<file path="src/rtl/restoring_div_param.sv">
// restoring_div_param
//   Multi-cycle restoring divider, WIDTH-bit unsigned or two's-complement
//   signed operands, one quotient bit per clock.
//
//   Ports
//     clk          rising-edge clock
//     rst          synchronous, active-high reset (highest priority)
//     start        request, sampled only while idle
//     signed_mode  1 = two's-complement operands, captured with start
//     dividend     captured with start
//     divisor      captured with start
//     busy         high while a division is in flight (RUN or FINISH)
//     done         one-cycle pulse, results valid from this cycle
//     quotient     registered result, held until the next done
//     remainder    registered result, held until the next done
//     div_by_zero  registered flag, updated with each done
//
//   Handshake: start is accepted on a rising edge only when busy is low.
//   busy goes high the cycle after acceptance and drops in the done cycle,
//   so a new start may be presented in the same cycle done is high.
//   start while busy is ignored. Operand inputs are only sampled on the
//   accepting edge.
module restoring_div_param #(
  parameter  int WIDTH = 8,
  localparam int CNT_W = $clog2(WIDTH) + 1
) (
  input  logic             clk,
  input  logic             rst,
  input  logic             start,
  input  logic             signed_mode,
  input  logic [WIDTH-1:0] dividend,
  input  logic [WIDTH-1:0] divisor,
  output logic             busy,
  output logic             done,
  output logic [WIDTH-1:0] quotient,
  output logic [WIDTH-1:0] remainder,
  output logic             div_by_zero
);

  typedef enum logic [1:0] {
    S_IDLE   = 2'd0,
    S_RUN    = 2'd1,
    S_FINISH = 2'd2
  } state_t;

  state_t             state_q, state_d;
  logic [CNT_W-1:0]   cnt_q, cnt_d;
  logic [WIDTH-1:0]   q_q, q_d;        // shifting dividend / quotient
  // The stored partial remainder is always below the divisor, so WIDTH
  // bits hold it exactly; the extra bit lives in the shifted/trial values.
  logic [WIDTH-1:0]   r_q, r_d;
  logic [WIDTH-1:0]   dvs_q, dvs_d;    // divisor magnitude
  logic [WIDTH-1:0]   orig_q, orig_d;  // raw dividend for divide-by-zero
  logic               qneg_q, qneg_d;
  logic               rneg_q, rneg_d;
  logic               dz_q, dz_d;
  logic [WIDTH-1:0]   quo_q, quo_d;
  logic [WIDTH-1:0]   rem_q, rem_d;
  logic               dbz_q, dbz_d;
  logic               done_q, done_d;

  logic [WIDTH-1:0]   a_mag, b_mag;
  logic [WIDTH:0]     r_sh, trial;
  logic [WIDTH-1:0]   q_sh;

  // Magnitudes wrap for MIN, which still yields the correct unsigned value.
  assign a_mag = (signed_mode && dividend[WIDTH-1]) ? -dividend : dividend;
  assign b_mag = (signed_mode && divisor[WIDTH-1])  ? -divisor  : divisor;

  assign r_sh  = {r_q, q_q[WIDTH-1]};
  assign q_sh  = {q_q[WIDTH-2:0], 1'b0};
  assign trial = r_sh - {1'b0, dvs_q};

  always_comb begin
    state_d = state_q;
    cnt_d   = cnt_q;
    q_d     = q_q;
    r_d     = r_q;
    dvs_d   = dvs_q;
    orig_d  = orig_q;
    qneg_d  = qneg_q;
    rneg_d  = rneg_q;
    dz_d    = dz_q;
    quo_d   = quo_q;
    rem_d   = rem_q;
    dbz_d   = dbz_q;
    done_d  = 1'b0;

    unique case (state_q)
      S_IDLE: begin
        if (start) begin
          q_d     = a_mag;
          r_d     = '0;
          cnt_d   = '0;
          dvs_d   = b_mag;
          orig_d  = dividend;
          qneg_d  = signed_mode & (dividend[WIDTH-1] ^ divisor[WIDTH-1]);
          rneg_d  = signed_mode & dividend[WIDTH-1];
          dz_d    = (divisor == '0);
          state_d = (divisor == '0) ? S_FINISH : S_RUN;
        end
      end
      S_RUN: begin
        // A clear borrow bit means the divisor fits: keep the difference.
        if (!trial[WIDTH]) begin
          r_d = trial[WIDTH-1:0];
          q_d = q_sh | WIDTH'(1);
        end else begin
          r_d = r_sh[WIDTH-1:0];
          q_d = q_sh;
        end
        cnt_d = cnt_q + CNT_W'(1);
        if (cnt_q == CNT_W'(WIDTH - 1)) state_d = S_FINISH;
      end
      S_FINISH: begin
        done_d  = 1'b1;
        state_d = S_IDLE;
        if (dz_q) begin
          quo_d = '1;
          rem_d = orig_q;
          dbz_d = 1'b1;
        end else begin
          quo_d = qneg_q ? -q_q : q_q;
          rem_d = rneg_q ? -r_q : r_q;
          dbz_d = 1'b0;
        end
      end
      default: state_d = S_IDLE;
    endcase
  end

  always_ff @(posedge clk) begin
    if (rst) begin
      state_q <= S_IDLE;
      cnt_q   <= '0;
      q_q     <= '0;
      r_q     <= '0;
      dvs_q   <= '0;
      orig_q  <= '0;
      qneg_q  <= 1'b0;
      rneg_q  <= 1'b0;
      dz_q    <= 1'b0;
      quo_q   <= '0;
      rem_q   <= '0;
      dbz_q   <= 1'b0;
      done_q  <= 1'b0;
    end else begin
      state_q <= state_d;
      cnt_q   <= cnt_d;
      q_q     <= q_d;
      r_q     <= r_d;
      dvs_q   <= dvs_d;
      orig_q  <= orig_d;
      qneg_q  <= qneg_d;
      rneg_q  <= rneg_d;
      dz_q    <= dz_d;
      quo_q   <= quo_d;
      rem_q   <= rem_d;
      dbz_q   <= dbz_d;
      done_q  <= done_d;
    end
  end

  assign busy        = (state_q != S_IDLE);
  assign done        = done_q;
  assign quotient    = quo_q;
  assign remainder   = rem_q;
  assign div_by_zero = dbz_q;

endmodule

</file>
<file path="config.mk">
export PLATFORM = sky130hd
export DESIGN_NAME = restoring_div_param
export DESIGN_NICKNAME = d
export VERILOG_FILES = /design/src/rtl/restoring_div_param.sv
export SDC_FILE = /design/constraint.sdc
export NUM_CORES = 1
export LEC_CHECK = 0
export ABC_AREA = 1
export ABC_CLOCK_PERIOD_IN_PS = 3000
export CORE_ASPECT_RATIO = 0.9
export CORE_MARGIN = 2
export CORE_UTILIZATION = 56
export CTS_CLUSTER_DIAMETER = 200
export DETAILED_ROUTE_END_ITERATION = 8
export GPL_ROUTABILITY_DRIVEN = 0
export MAX_ROUTING_LAYER = met4
export PLACE_DENSITY = 0.79
export SYNTH_ARGS = -nofsm -noshare
export SYNTH_HDL_FRONTEND = slang
export SYNTH_SLANG_ARGS = --single-unit
</file>
<file path="constraint.sdc">
create_clock -name clk -period 3 [get_ports clk]
set_input_delay 0.45 -clock clk [delete_from_list [all_inputs] [get_ports clk]]
set_output_delay 0.45 -clock clk [all_outputs]
set_load 0.03 [all_outputs]
</file>
==> results of run 1 <==
==> worst max path at each step <==
stage	start	to	slack, ns	depth (start not counted)
3_5_place_dp	divisor[1]	state_q[0]$_SDFFE_PP0P_	0.86	10
3_3_place_gp	divisor[0]	state_q[0]$_SDFFE_PP0P_	0.94	10
5_1_grt	q_q[7]$_SDFFE_PP0P_	r_q[2]$_SDFFE_PP0P_	0.76	13
4_1_cts	state_q[0]$_SDFFE_PP0P_	busy	0.96	3
2_1_floorplan	q_q[7]$_SDFFE_PP0P_	r_q[3]$_SDFFE_PP0P_	1.16	13
6_report	q_q[7]$_SDFFE_PP0P_	r_q[2]$_SDFFE_PP0P_	0.94	13
==> per-stage QoR <==
step	area (um^2)	hold WS [ns]	worst slack, ns	instances	util [%]
5_1_grt	4090	0.505	0.765	603	67.3
3_3_place_gp	3900	0.453	0.939	588	64.2
2_1_floorplan	3510	0.430	1.16	491	-
4_1_cts	4090	0.472	0.959	603	67.3
3_5_place_dp	3900	0.463	0.865	588	64.2
6_report	4090	0.469	0.943	603	67.3
==> power by group through the flow <==
stage / combinational [uW] / clock, uW / sequential, uW
after floorplan: 798 / 0 / 919
final: 1010 / 717 / 909
after global routing: 1130 / 753 / 916
after detailed placement: 993 / 0 / 924
after CTS: 1000 / 716 / 907
after global placement: 961 / 0 / 922
==> worst max-delay path, delay by kind of cell (launching register included) <==
kind	cells	cell delay, ns
AOI/OAI and AO/OA	1	0.05
adders and majority gates	2	0.63
buffers and inverters	2	0.16
DFF	1	0.35
and+or+nand+nor	8	0.73
==> final cells by class <==
class | count | area [um^2] | share of cell area (%)
multi-input cells | 336 | 1930 | 47.1
flip-flops and latches | 59 | 1180 | 28.9
repair buffers | 40 | 395 | 9.66
inverters | 81 | 309 | 7.55
clock buffers | 10 | 138 | 3.36
well taps | 72 | 90.1 | 2.20
clock inverters | 5 | 53.8 | 1.31
==> per-layer routing <==
layer  routed length, um  track usage [%]  vias to the layer above
met4                 123             8.46                        0
met5                   0                -                        -
met3                 665             6.03                       13
li1                    -                -                     1674
met1                3840             34.8                     1525
met2                3810             40.6                      135
==> flip-flops by register name (all words and copies together), names as in the netlist, 2 cells and up <==
register	cells
r_q	8
remainder	8
q_q	8
quotient	8
orig_q	8
dvs_q	8
state_q	2
cnt_q	4
==> placed cells by master (no fill, tap or decap), types with 2 or more instances in the layout <==
cell type,count
sky130_fd_sc_hd__nand2_2,12
sky130_fd_sc_hd__a31oi_1,10
sky130_fd_sc_hd__xor2_1,12
sky130_fd_sc_hd__nand3b_1,2
sky130_fd_sc_hd__nor2_4,2
sky130_fd_sc_hd__nand4_1,2
sky130_fd_sc_hd__dfxtp_1,59
sky130_fd_sc_hd__a211oi_1,3
sky130_fd_sc_hd__a21oi_1,17
sky130_fd_sc_hd__clkbuf_8,10
sky130_fd_sc_hd__a221oi_1,3
sky130_fd_sc_hd__o21ai_1,8
sky130_fd_sc_hd__o22ai_1,7
sky130_fd_sc_hd__nand2_1,109
sky130_fd_sc_hd__o221ai_1,6
sky130_fd_sc_hd__inv_2,7
sky130_fd_sc_hd__nor3_1,7
sky130_fd_sc_hd__a21oi_2,8
sky130_fd_sc_hd__nor2_1,34
sky130_fd_sc_hd__nand3_2,10
sky130_fd_sc_hd__inv_4,2
sky130_fd_sc_hd__ha_1,13
sky130_fd_sc_hd__nand3_1,32
sky130_fd_sc_hd__clkdlybuf4s50_1,38
sky130_fd_sc_hd__buf_4,2
sky130_fd_sc_hd__o211ai_1,2
sky130_fd_sc_hd__inv_1,72
sky130_fd_sc_hd__clkinv_2,3
sky130_fd_sc_hd__o21ai_0,24
==> cell families (layout without fill, tap and decap cells) <==
family,after synthesis,in the layout,share of synthesized area [%]
compound gates,92,92,16.4
xor+xnor,13,13,3.25
fa+ha+maj,14,14,5.21
buf+inv,96,136,11.4
flops,59,59,33.7
simple gates,217,217,30.0
==> results.sh, run 1 <==
export IMPL_synth_warning_count=0
export IMPL_avgRoutedWirePerCell_um=14.0
export IMPL_grt_remaining_overflow=0
export IMPL_startpoint_of_the_lowest_slack_hold_path="cnt_q[3]$_SDFFE_PP0P_"
export IMPL_synth_top_cell_area_share_pct=33.7
export IMPL_synth_area_top_cells="sky130_fd_sc_hd__dfxtp_1 (34%), sky130_fd_sc_hd__nand2_1 (12%), sky130_fd_sc_hd__inv_1 (7.7%)"
export IMPL_final_min_period_over_clock_period_pct=68.6
export IMPL_fp_row_count=27
export IMPL_clk_insertion_delay_late_ns=0.35
export IMPL_vias_per_cell=5.55
export IMPL_die_h_um=79.1
export IMPL_clk_transition_reported_paths_ns=0.07
export IMPL_internal_power_uw=1610
export IMPL_timing_critical_path_required_ns=3.22
export IMPL_antenna_diode_count=0
export IMPL_finalPower_uw=2640
export IMPL_floorplan_die_width_um=87.4
export IMPL_final_max_slew_viol_count=0
export IMPL_worstHoldEndpoint="cnt_q[3]$_SDFFE_PP0P_"
export IMPL_finalWirelength_mm=8.44
export IMPL_netlist_top_cell_by_area="sky130_fd_sc_hd__dfxtp_1"
export IMPL_ant_nets=0
export IMPL_finClkSkew_ns=0.0148
export IMPL_endpoint_arrival_time_on_the_critical_path_ns=2.27
export IMPL_mappedNetlistArea_mm2=0.00351
export IMPL_setup_repair_after_global_routing_missed_its_margin="false"
export IMPL_critical_path_slowest_cell="sky130_fd_sc_hd__fa_1"
export IMPL_ff2ff_path_depth=13
export IMPL_drc=0
export IMPL_initial_utilization_pct=57.7
export IMPL_grt_antenna_before_repair=0
export IMPL_cts_sinks=59
export IMPL_ir_worst_vdd_uv=407
export IMPL_cp_cell_sequence="inv_1 > ha_1 > fa_1 > inv_1 > nand2_1 > nand2_1 > nand3_2 > nand2_2 > nand2_4 > nand2_8 > nand2_2 > nand3_2 > a21oi_2"
export IMPL_yosys_cell_count_top_type="sky130_fd_sc_hd__nand2_1"
export IMPL_drt_first_pass_iters=6
export IMPL_ys_top_cells_by_count="sky130_fd_sc_hd__nand2_1 (109), sky130_fd_sc_hd__inv_1 (72), sky130_fd_sc_hd__dfxtp_1 (59)"
export IMPL_most_common_flop_cell_mapped_by_yosys="sky130_fd_sc_hd__dfxtp_1"
export IMPL_reg2reg_from="q_q[7]$_SDFFE_PP0P_"
export IMPL_totalNegativeSetupSlack_ns=0
export IMPL_floorplan_core_area_mm2=0.00608
export IMPL_max_clock_freq_ghz=0.486
export IMPL_post_synth_cell_area_avg_um2=7.15
export IMPL_hold_class="flop to flop"
export IMPL_global_route_wire_length_before_repair_mm=14.1
export IMPL_fill_cells=505
export IMPL_clock_root_buffer="sky130_fd_sc_hd__clkbuf_8"
export IMPL_io_pins=39
export IMPL_mappedNetlistNets=525
export IMPL_setup_worst_path_end_class="flop"
export IMPL_ys_async_sr_fraction_pct=0
export IMPL_area_added_between_synthesis_and_finish_pct=16.7
export IMPL_via_count_of_the_first_global_routing_pass=3076
export IMPL_power_leakage_uw=0.00181
export IMPL_synth_sequential_area_ratio_pct=33.7
export IMPL_regToRegSetupSlack_ns=0.94
export IMPL_detailedPlacementHpwl_mm=6.20
export IMPL_overall_via_count_from_detail_route=3347
export IMPL_synth_edf_count=0
export IMPL_share_clk_of_total_power_pct=27.2
export IMPL_power_sequential_fraction_pct=34.5
export IMPL_post_cts_hold_buffer_count=0
export IMPL_tightestPinTransition_ns=0.791
export IMPL_worst_setup_path_type="flop to flop"
export IMPL_port_buffers=38
export IMPL_cts_max_level=3
export IMPL_setup_viol=0
export IMPL_grt_usage_pct=26.5
export IMPL_ys_ff_latch=59
export IMPL_cts_tree="done"
export IMPL_sw_frac_of_total_pct=39.1
export IMPL_drv_max_cap_violation_count=0
export IMPL_drive_gt1_share_pct=12.4
export IMPL_pwr_density_cell_mw_per_mm2=644
export IMPL_cts_setup_buffers=0
export IMPL_numCtsBuffers=9
export IMPL_slowest_delay_ns=0.40
export IMPL_combinationalPowerShare_pct=38.3
export IMPL_largest_net_degree_at_the_start_of_global_routing=34
export IMPL_p_switching_uw=1030
export IMPL_dieArea_mm2=0.00691
export IMPL_slew_hr_pct=47.2
export IMPL_run_status="finished clean"
export IMPL_clock_path_buffers=2
export IMPL_fin_crit_ns=2.06
export IMPL_rr_endpoint="r_q[2]$_SDFFE_PP0P_"
export IMPL_final_net_count=561
export IMPL_crit_path_max_fanout=9
export IMPL_cp_start_kind="flop"
export IMPL_min_path_cells=2
export IMPL_synth_lib_cells_used_distinct=42
export IMPL_post_cts_resized_instances=0
export IMPL_postSynthCellCount=491
export IMPL_timing_hold_violations_final=0
export IMPL_detailedRoute_firstIterationViolations=289
No activity file was read; power rests on OpenSTA's default activity.
==> run 2: changes to the inputs <==
Settings changed: ABC_CLOCK_PERIOD_IN_PS 3000 to 2100.
Clock period 3 ns to 2.1 ns, I/O delays scaled along.
==> run 2 against run 1 <==
Global-route usage up 0.38 points; worst hold slack better by 0.0015 ns; flip-flop and latch count unchanged; cell count up 1.0%; utilization up 0.82 points; fmax up 4.3%; final area up 1.2%; routed wire length up 3.1%; combinational power up 46%; sequential share of layout area down 0.35 points; via count up 2.0%; highest routed layer unchanged.
==> results.sh, run 2 (synthesis results as in run 1) <==
export IMPL_cts_tree="done"
export IMPL_top_usage_layer="met2"
export IMPL_cp_start_kind="flop"
export IMPL_timing_hold_violations_final=0
export IMPL_ant_nets=0
export IMPL_cts_max_level=3
export IMPL_detailedPlacementHpwl_mm=6.46
export IMPL_endpoint_arrival_time_on_the_critical_path_ns=2.19
export IMPL_share_clk_of_total_power_pct=27.9
export IMPL_crit_path_max_fanout=9
export IMPL_setup_worst_path_end_class="flop"
export IMPL_area_added_between_synthesis_and_finish_pct=18.1
export IMPL_p_switching_uw=1520
export IMPL_finClkSkew_ns=0.00985
export IMPL_ff2ff_path_depth=13
export IMPL_clk_transition_reported_paths_ns=0.07
export IMPL_drive_gt1_share_pct=13.6
export IMPL_cts_setup_buffers=0
export IMPL_clock_path_buffers=2
export IMPL_min_path_cells=2
export IMPL_die_h_um=79.1
export IMPL_final_min_period_over_clock_period_pct=93.9
export IMPL_ir_worst_vdd_uv=552
export IMPL_final_net_count=566
export IMPL_met1_usage_pct=35.6
export IMPL_postPlaceCellArea_mm2=0.00394
export IMPL_via_count_of_the_first_global_routing_pass=3072
export IMPL_global_route_wire_length_before_repair_mm=14.2
export IMPL_floorplan_core_area_mm2=0.00608
export IMPL_internal_power_uw=2310
export IMPL_overall_via_count_from_detail_route=3413
export IMPL_postLayoutCellArea_mm2=0.00414
export IMPL_grt_usage_pct=26.9
export IMPL_run_status="finished clean"
export IMPL_grt_use_met3_pct=6.55
export IMPL_cts_sinks=59
export IMPL_totalNegativeSetupSlack_ns=0
export IMPL_finalWirelength_mm=8.70
export IMPL_cp_cell_sequence="inv_1 > ha_1 > fa_2 > inv_1 > nand2_1 > nand2_1 > nand3_2 > nand2_2 > nand2_4 > nand2_8 > nand2_2 > nand3_2 > a21oi_2"
export IMPL_tightestPinTransition_ns=0.489
export IMPL_drt_first_pass_iters=8
export IMPL_grt_remaining_overflow=0
export IMPL_hold_class="flop to flop"
export IMPL_vias_per_cell=5.60
export IMPL_critical_path_slowest_cell="sky130_fd_sc_hd__fa_2"
export IMPL_avgRoutedWirePerCell_um=14.3
export IMPL_drc=0
export IMPL_antenna_diode_count=0
export IMPL_commonest_non_fill_non_tap_cell_in_the_layout="sky130_fd_sc_hd__nand2_1"
export IMPL_drv_max_cap_violation_count=0
export IMPL_fin_crit_ns=1.97
export IMPL_clk_insertion_delay_late_ns=0.35
export IMPL_io_pins=39
export IMPL_fill_cells=529
export IMPL_grt_antenna_before_repair=0
export IMPL_gr_usage_met2_pct=41.1
export IMPL_crit_cells=13
export IMPL_final_max_slew_viol_count=0
export IMPL_slowest_delay_ns=0.36
export IMPL_slew_hr_pct=67.1
export IMPL_floorplan_die_width_um=87.4
export IMPL_combinationalPowerShare_pct=38.3
export IMPL_sw_frac_of_total_pct=39.6
export IMPL_worst_setup_path_type="flop to flop"
export IMPL_path_buf_inv=2
export IMPL_max_clock_freq_ghz=0.507
export IMPL_dieArea_mm2=0.00691
export IMPL_fp_row_count=27
export IMPL_detailedRoute_firstIterationViolations=239
export IMPL_power_sequential_fraction_pct=33.8
export IMPL_numCtsBuffers=9
export IMPL_clock_root_buffer="sky130_fd_sc_hd__clkbuf_8"
export IMPL_setup_viol=0
export IMPL_power_leakage_uw=0.00183
export IMPL_post_cts_hold_buffer_count=0
export IMPL_largest_net_degree_at_the_start_of_global_routing=34
export IMPL_post_cts_resized_instances=0
export IMPL_pwr_density_cell_mw_per_mm2=925
export IMPL_setup_repair_after_global_routing_missed_its_margin="false"
export IMPL_port_buffers=38
export IMPL_initial_utilization_pct=57.7
export IMPL_mostFrequentLayoutCells="sky130_fd_sc_hd__nand2_1 (109), sky130_fd_sc_hd__inv_1 (72), sky130_fd_sc_hd__dfxtp_1 (59), sky130_fd_sc_hd__clkdlybuf4s50_1 (38), sky130_fd_sc_hd__nor2_1 (34)"
export IMPL_timing_critical_path_required_ns=2.32
export IMPL_cpLargestDelayFamily="simple AND/OR/NAND/NOR gates"
==> run 2: path summary, 6_finish.rpt <==
check | from | to | slack (ns)
worst max-delay path | q_q[7]$_SDFFE_PP0P_ | r_q[3]$_SDFFE_PP0P_ | 0.13
worst min-delay path | cnt_q[3]$_SDFFE_PP0P_ | cnt_q[3]$_SDFFE_PP0P_ | 0.47
worst max register to register | q_q[7]$_SDFFE_PP0P_ | r_q[3]$_SDFFE_PP0P_ | 0.13
worst min register to register | cnt_q[3]$_SDFFE_PP0P_ | cnt_q[3]$_SDFFE_PP0P_ | 0.47
==> run 2: per-layer routing <==
| metal | up-vias | part of all wire, % |
|---|---|---|
| li1 | 1698 | - |
| met1 | 1561 | 46 |
| met2 | 132 | 46 |
| met3 | 22 | 6.7 |
| met4 | 0 | 1.6 |
| met5 | - | 0 |
==> run 2: worst reg2reg max path, stage by stage (launching register included) <==
cell and delay [ns]:
sky130_fd_sc_hd__dfxtp_1 0.33, sky130_fd_sc_hd__inv_1 0.08, sky130_fd_sc_hd__ha_1 0.24, sky130_fd_sc_hd__fa_2 0.36, sky130_fd_sc_hd__inv_1 0.06, sky130_fd_sc_hd__nand2_1 0.04
sky130_fd_sc_hd__nand2_1 0.11, sky130_fd_sc_hd__nand3_2 0.12, sky130_fd_sc_hd__nand2_2 0.11, sky130_fd_sc_hd__nand2_4 0.10, sky130_fd_sc_hd__nand2_8 0.12, sky130_fd_sc_hd__nand2_2 0.07
sky130_fd_sc_hd__nand3_2 0.07, sky130_fd_sc_hd__a21oi_2 0.05
==> run 2: cell type report <==
class | instances | area (um^2) | area share [%]
Multi-Input combinational cell | 336 | 1930 | 46.6
Clock inverter | 6 | 63.8 | 1.54
Clock buffer | 10 | 138 | 3.32
Inverter | 81 | 309 | 7.46
Sequential cell | 59 | 1180 | 28.5
Timing Repair Buffer | 45 | 433 | 10.4
Tap cell | 72 | 90.1 | 2.17
==> run 2: power by group through the flow <==
stage	Combinational, uW	Clock [uW]	Sequential [uW]
after floorplan	1140	0	1310
after global routing	1630	1120	1310
final	1470	1070	1300
after global placement	1400	0	1320
after detailed placement	1440	0	1320
after CTS	1460	1070	1290
==> run 2: stage by stage <==
step | utilization [%] | hold WS [ns] | power (uW) | instances | worst slack, ns
global route | 68.1 | 0.491 | 4050 | 609 | 0.0298
finish | 68.1 | 0.471 | 3830 | 609 | 0.127
detailed placement | 64.8 | 0.455 | 2760 | 593 | 0.0785
global placement | 64.8 | 0.452 | 2710 | 593 | 0.168
floorplan | - | 0.430 | 2450 | 491 | 0.256
CTS | 68.1 | 0.466 | 3830 | 609 | 0.0650
==> run 3: changes to the inputs <==
Settings changed: GPL_TIMING_DRIVEN set to 0, REMOVE_ABC_BUFFERS set to 1.
==> run 3 against run 2 <==
Global-route usage down 1.4 points; register-to-register slack about the same; total power up 4.4%; fmax up 0.24%; first-iteration DRC count up 3.8%; sequential power about the same; sequential share of layout area about the same; die area unchanged; cell count down 0.99%; critical path type unchanged; critical endpoint is now q_q[0]$_SDFFE_PP0P_.
==> results.sh, run 3 (synthesis results as in run 1) <==
export IMPL_run_status="finished clean"
export IMPL_global_route_wire_length_before_repair_mm=13.4
export IMPL_grt_usage_pct=25.4
export IMPL_numCtsBuffers=9
export IMPL_fin_worst_hold_slack_ns=0.471
export IMPL_postPlaceCellArea_mm2=0.00388
export IMPL_commonest_non_fill_non_tap_cell_in_the_layout="sky130_fd_sc_hd__nand2_1"
export IMPL_overall_via_count_from_detail_route=3285
export IMPL_cpLargestDelayFamily="simple AND/OR/NAND/NOR gates"
export IMPL_fill_cells=516
export IMPL_drc=0
export IMPL_cts_tree="done"
export IMPL_floorplan_die_width_um=87.4
export IMPL_dieArea_mm2=0.00691
export IMPL_port_buffers=38
export IMPL_power_leakage_uw=0.00182
export IMPL_clk_transition_reported_paths_ns=0.07
export IMPL_initial_utilization_pct=57.7
export IMPL_detailedRoute_firstIterationViolations=248
export IMPL_worst_setup_path_type="flop to flop"
export IMPL_die_h_um=79.1
export IMPL_grt_antenna_before_repair=0
export IMPL_setup_viol=0
export IMPL_crit_path_max_fanout=10
export IMPL_dp_worst_setup_slack_ns=-0.0633
export IMPL_finalWirelength_mm=8.26
export IMPL_drv_max_cap_violation_count=0
export IMPL_vias_per_cell=5.45
export IMPL_final_min_period_over_clock_period_pct=93.7
export IMPL_grt_remaining_overflow=0
export IMPL_place_inst=586
export IMPL_timing_hold_violations_final=0
export IMPL_critical_path_slowest_cell="sky130_fd_sc_hd__fa_1"
export IMPL_mostFrequentLayoutCells="sky130_fd_sc_hd__nand2_1 (108), sky130_fd_sc_hd__inv_1 (71), sky130_fd_sc_hd__dfxtp_1 (57), sky130_fd_sc_hd__clkdlybuf4s50_1 (37), sky130_fd_sc_hd__nor2_1 (34)"
export IMPL_via_count_of_the_first_global_routing_pass=2976
export IMPL_fin_crit_ns=1.97
export IMPL_avgRoutedWirePerCell_um=13.7
export IMPL_io_pins=39
export IMPL_pwr_density_cell_mw_per_mm2=965
export IMPL_post_cts_hold_buffer_count=0
export IMPL_cp_start_kind="flop"
export IMPL_drive_gt1_share_pct=13.6
export IMPL_finClkSkew_ns=0.00893
export IMPL_final_max_slew_viol_count=0
export IMPL_slew_hr_pct=47.4
export IMPL_setup_worst_path_end_class="flop"
export IMPL_path_buf_inv=2
export IMPL_clock_path_buffers=2
export IMPL_cts_setup_buffers=0
export IMPL_postLayoutCellArea_mm2=0.00415
export IMPL_largest_net_degree_at_the_start_of_global_routing=35
export IMPL_slowest_delay_ns=0.39
export IMPL_antenna_diode_count=0
export IMPL_cp_cell_sequence="inv_2 > ha_2 > fa_1 > inv_1 > nand2_1 > nand2_2 > nand3_4 > nand2_4 > nand2_8 > nand2_8 > nand2_1 > a31oi_1"
export IMPL_cts_max_level=3
export IMPL_worst_slack_ns=0.132
export IMPL_final_cells=603
export IMPL_detailedPlacementHpwl_mm=6.07
export IMPL_final_net_count=560
export IMPL_floorplan_core_area_mm2=0.00608
export IMPL_clock_root_buffer="sky130_fd_sc_hd__clkbuf_8"
export IMPL_ir_worst_vdd_uv=465
export IMPL_endpoint_arrival_time_on_the_critical_path_ns=2.24
export IMPL_clk_insertion_delay_late_ns=0.35
export IMPL_tightestPinTransition_ns=0.788
export IMPL_drt_first_pass_iters=4
export IMPL_max_clock_freq_ghz=0.508
export IMPL_timing_critical_path_required_ns=2.37
export IMPL_ant_nets=0
export IMPL_cts_sinks=59
export IMPL_fp_row_count=27
export IMPL_hold_class="flop to flop"
export IMPL_totalNegativeSetupSlack_ns=0
export IMPL_area_added_between_synthesis_and_finish_pct=18.3
[run 3: stage by stage]
| step | power (uW) | utilization [%] |
|---|---|---|
| after floorplan | 2420 | - |
| after global placement | 2680 | 63.9 |
| after detailed placement | 2730 | 63.8 |
| after CTS | 3910 | 67.6 |
| after global routing | 4240 | 68.2 |
| final | 4000 | 68.2 |
[run 3: final timing paths]
path,startpoint,endpoint,slack [ns],cells past startpoint
max,q_q[7]$_SDFFE_PP0P_,q_q[0]$_SDFFE_PP0P_,0.13,12
min,cnt_q[3]$_SDFFE_PP0P_,cnt_q[3]$_SDFFE_PP0P_,0.47,2
max reg2reg,q_q[7]$_SDFFE_PP0P_,q_q[0]$_SDFFE_PP0P_,0.13,12
min reg2reg,cnt_q[3]$_SDFFE_PP0P_,cnt_q[3]$_SDFFE_PP0P_,0.47,2
[run 3: routing by layer]
layer / routed length, um / GRT usage, % / up-vias / part of all wire [%]
met1: 3790 / 33.0 / 1517 / 46
met5: 0 / - / - / 0
li1: - / - / 1669 / -
met2: 3900 / 39.3 / 86 / 47
met3: 458 / 5.61 / 13 / 5.5
met4: 111 / 8.62 / 0 / 1.3
[run 3: area by class of cell]
cell class                 count  area (um^2)  area share [%]
clock inverter                 6         88.8            2.14
timing repair buffer          38          375            9.05
multi-input combinational    337         1960            47.3
sequential                    59         1180            28.5
clock buffer                  10          138            3.32
inverter                      81          309            7.45
tap                           72         90.1            2.17
[run 3: what timing repair did]
action / 4_1_cts / 5_1_grt
endpoints found under the setup margin: 0 / 9
gates resized for setup: 0 / 8
hold endpoints to repair: 0 / 0
[run 3: where the power goes]
group / switching [uW] / internal, uW / leakage [uW]
Combinational: 973 / 548 / 0.00123
Sequential: 83.1 / 1210 / 0.000483
Clock: 487 / 699 / 0.000108
[run 3: worst reg2reg max path, cell delays in order, from the launching register on]
cell                      delay, ns
sky130_fd_sc_hd__dfxtp_2       0.34
sky130_fd_sc_hd__inv_2         0.05
sky130_fd_sc_hd__ha_2          0.19
sky130_fd_sc_hd__fa_1          0.39
sky130_fd_sc_hd__inv_1         0.08
sky130_fd_sc_hd__nand2_1       0.07
sky130_fd_sc_hd__nand2_2       0.11
sky130_fd_sc_hd__nand3_4       0.11
sky130_fd_sc_hd__nand2_4       0.11
sky130_fd_sc_hd__nand2_8       0.09
sky130_fd_sc_hd__nand2_8       0.11
sky130_fd_sc_hd__nand2_1       0.07
sky130_fd_sc_hd__a31oi_1       0.19
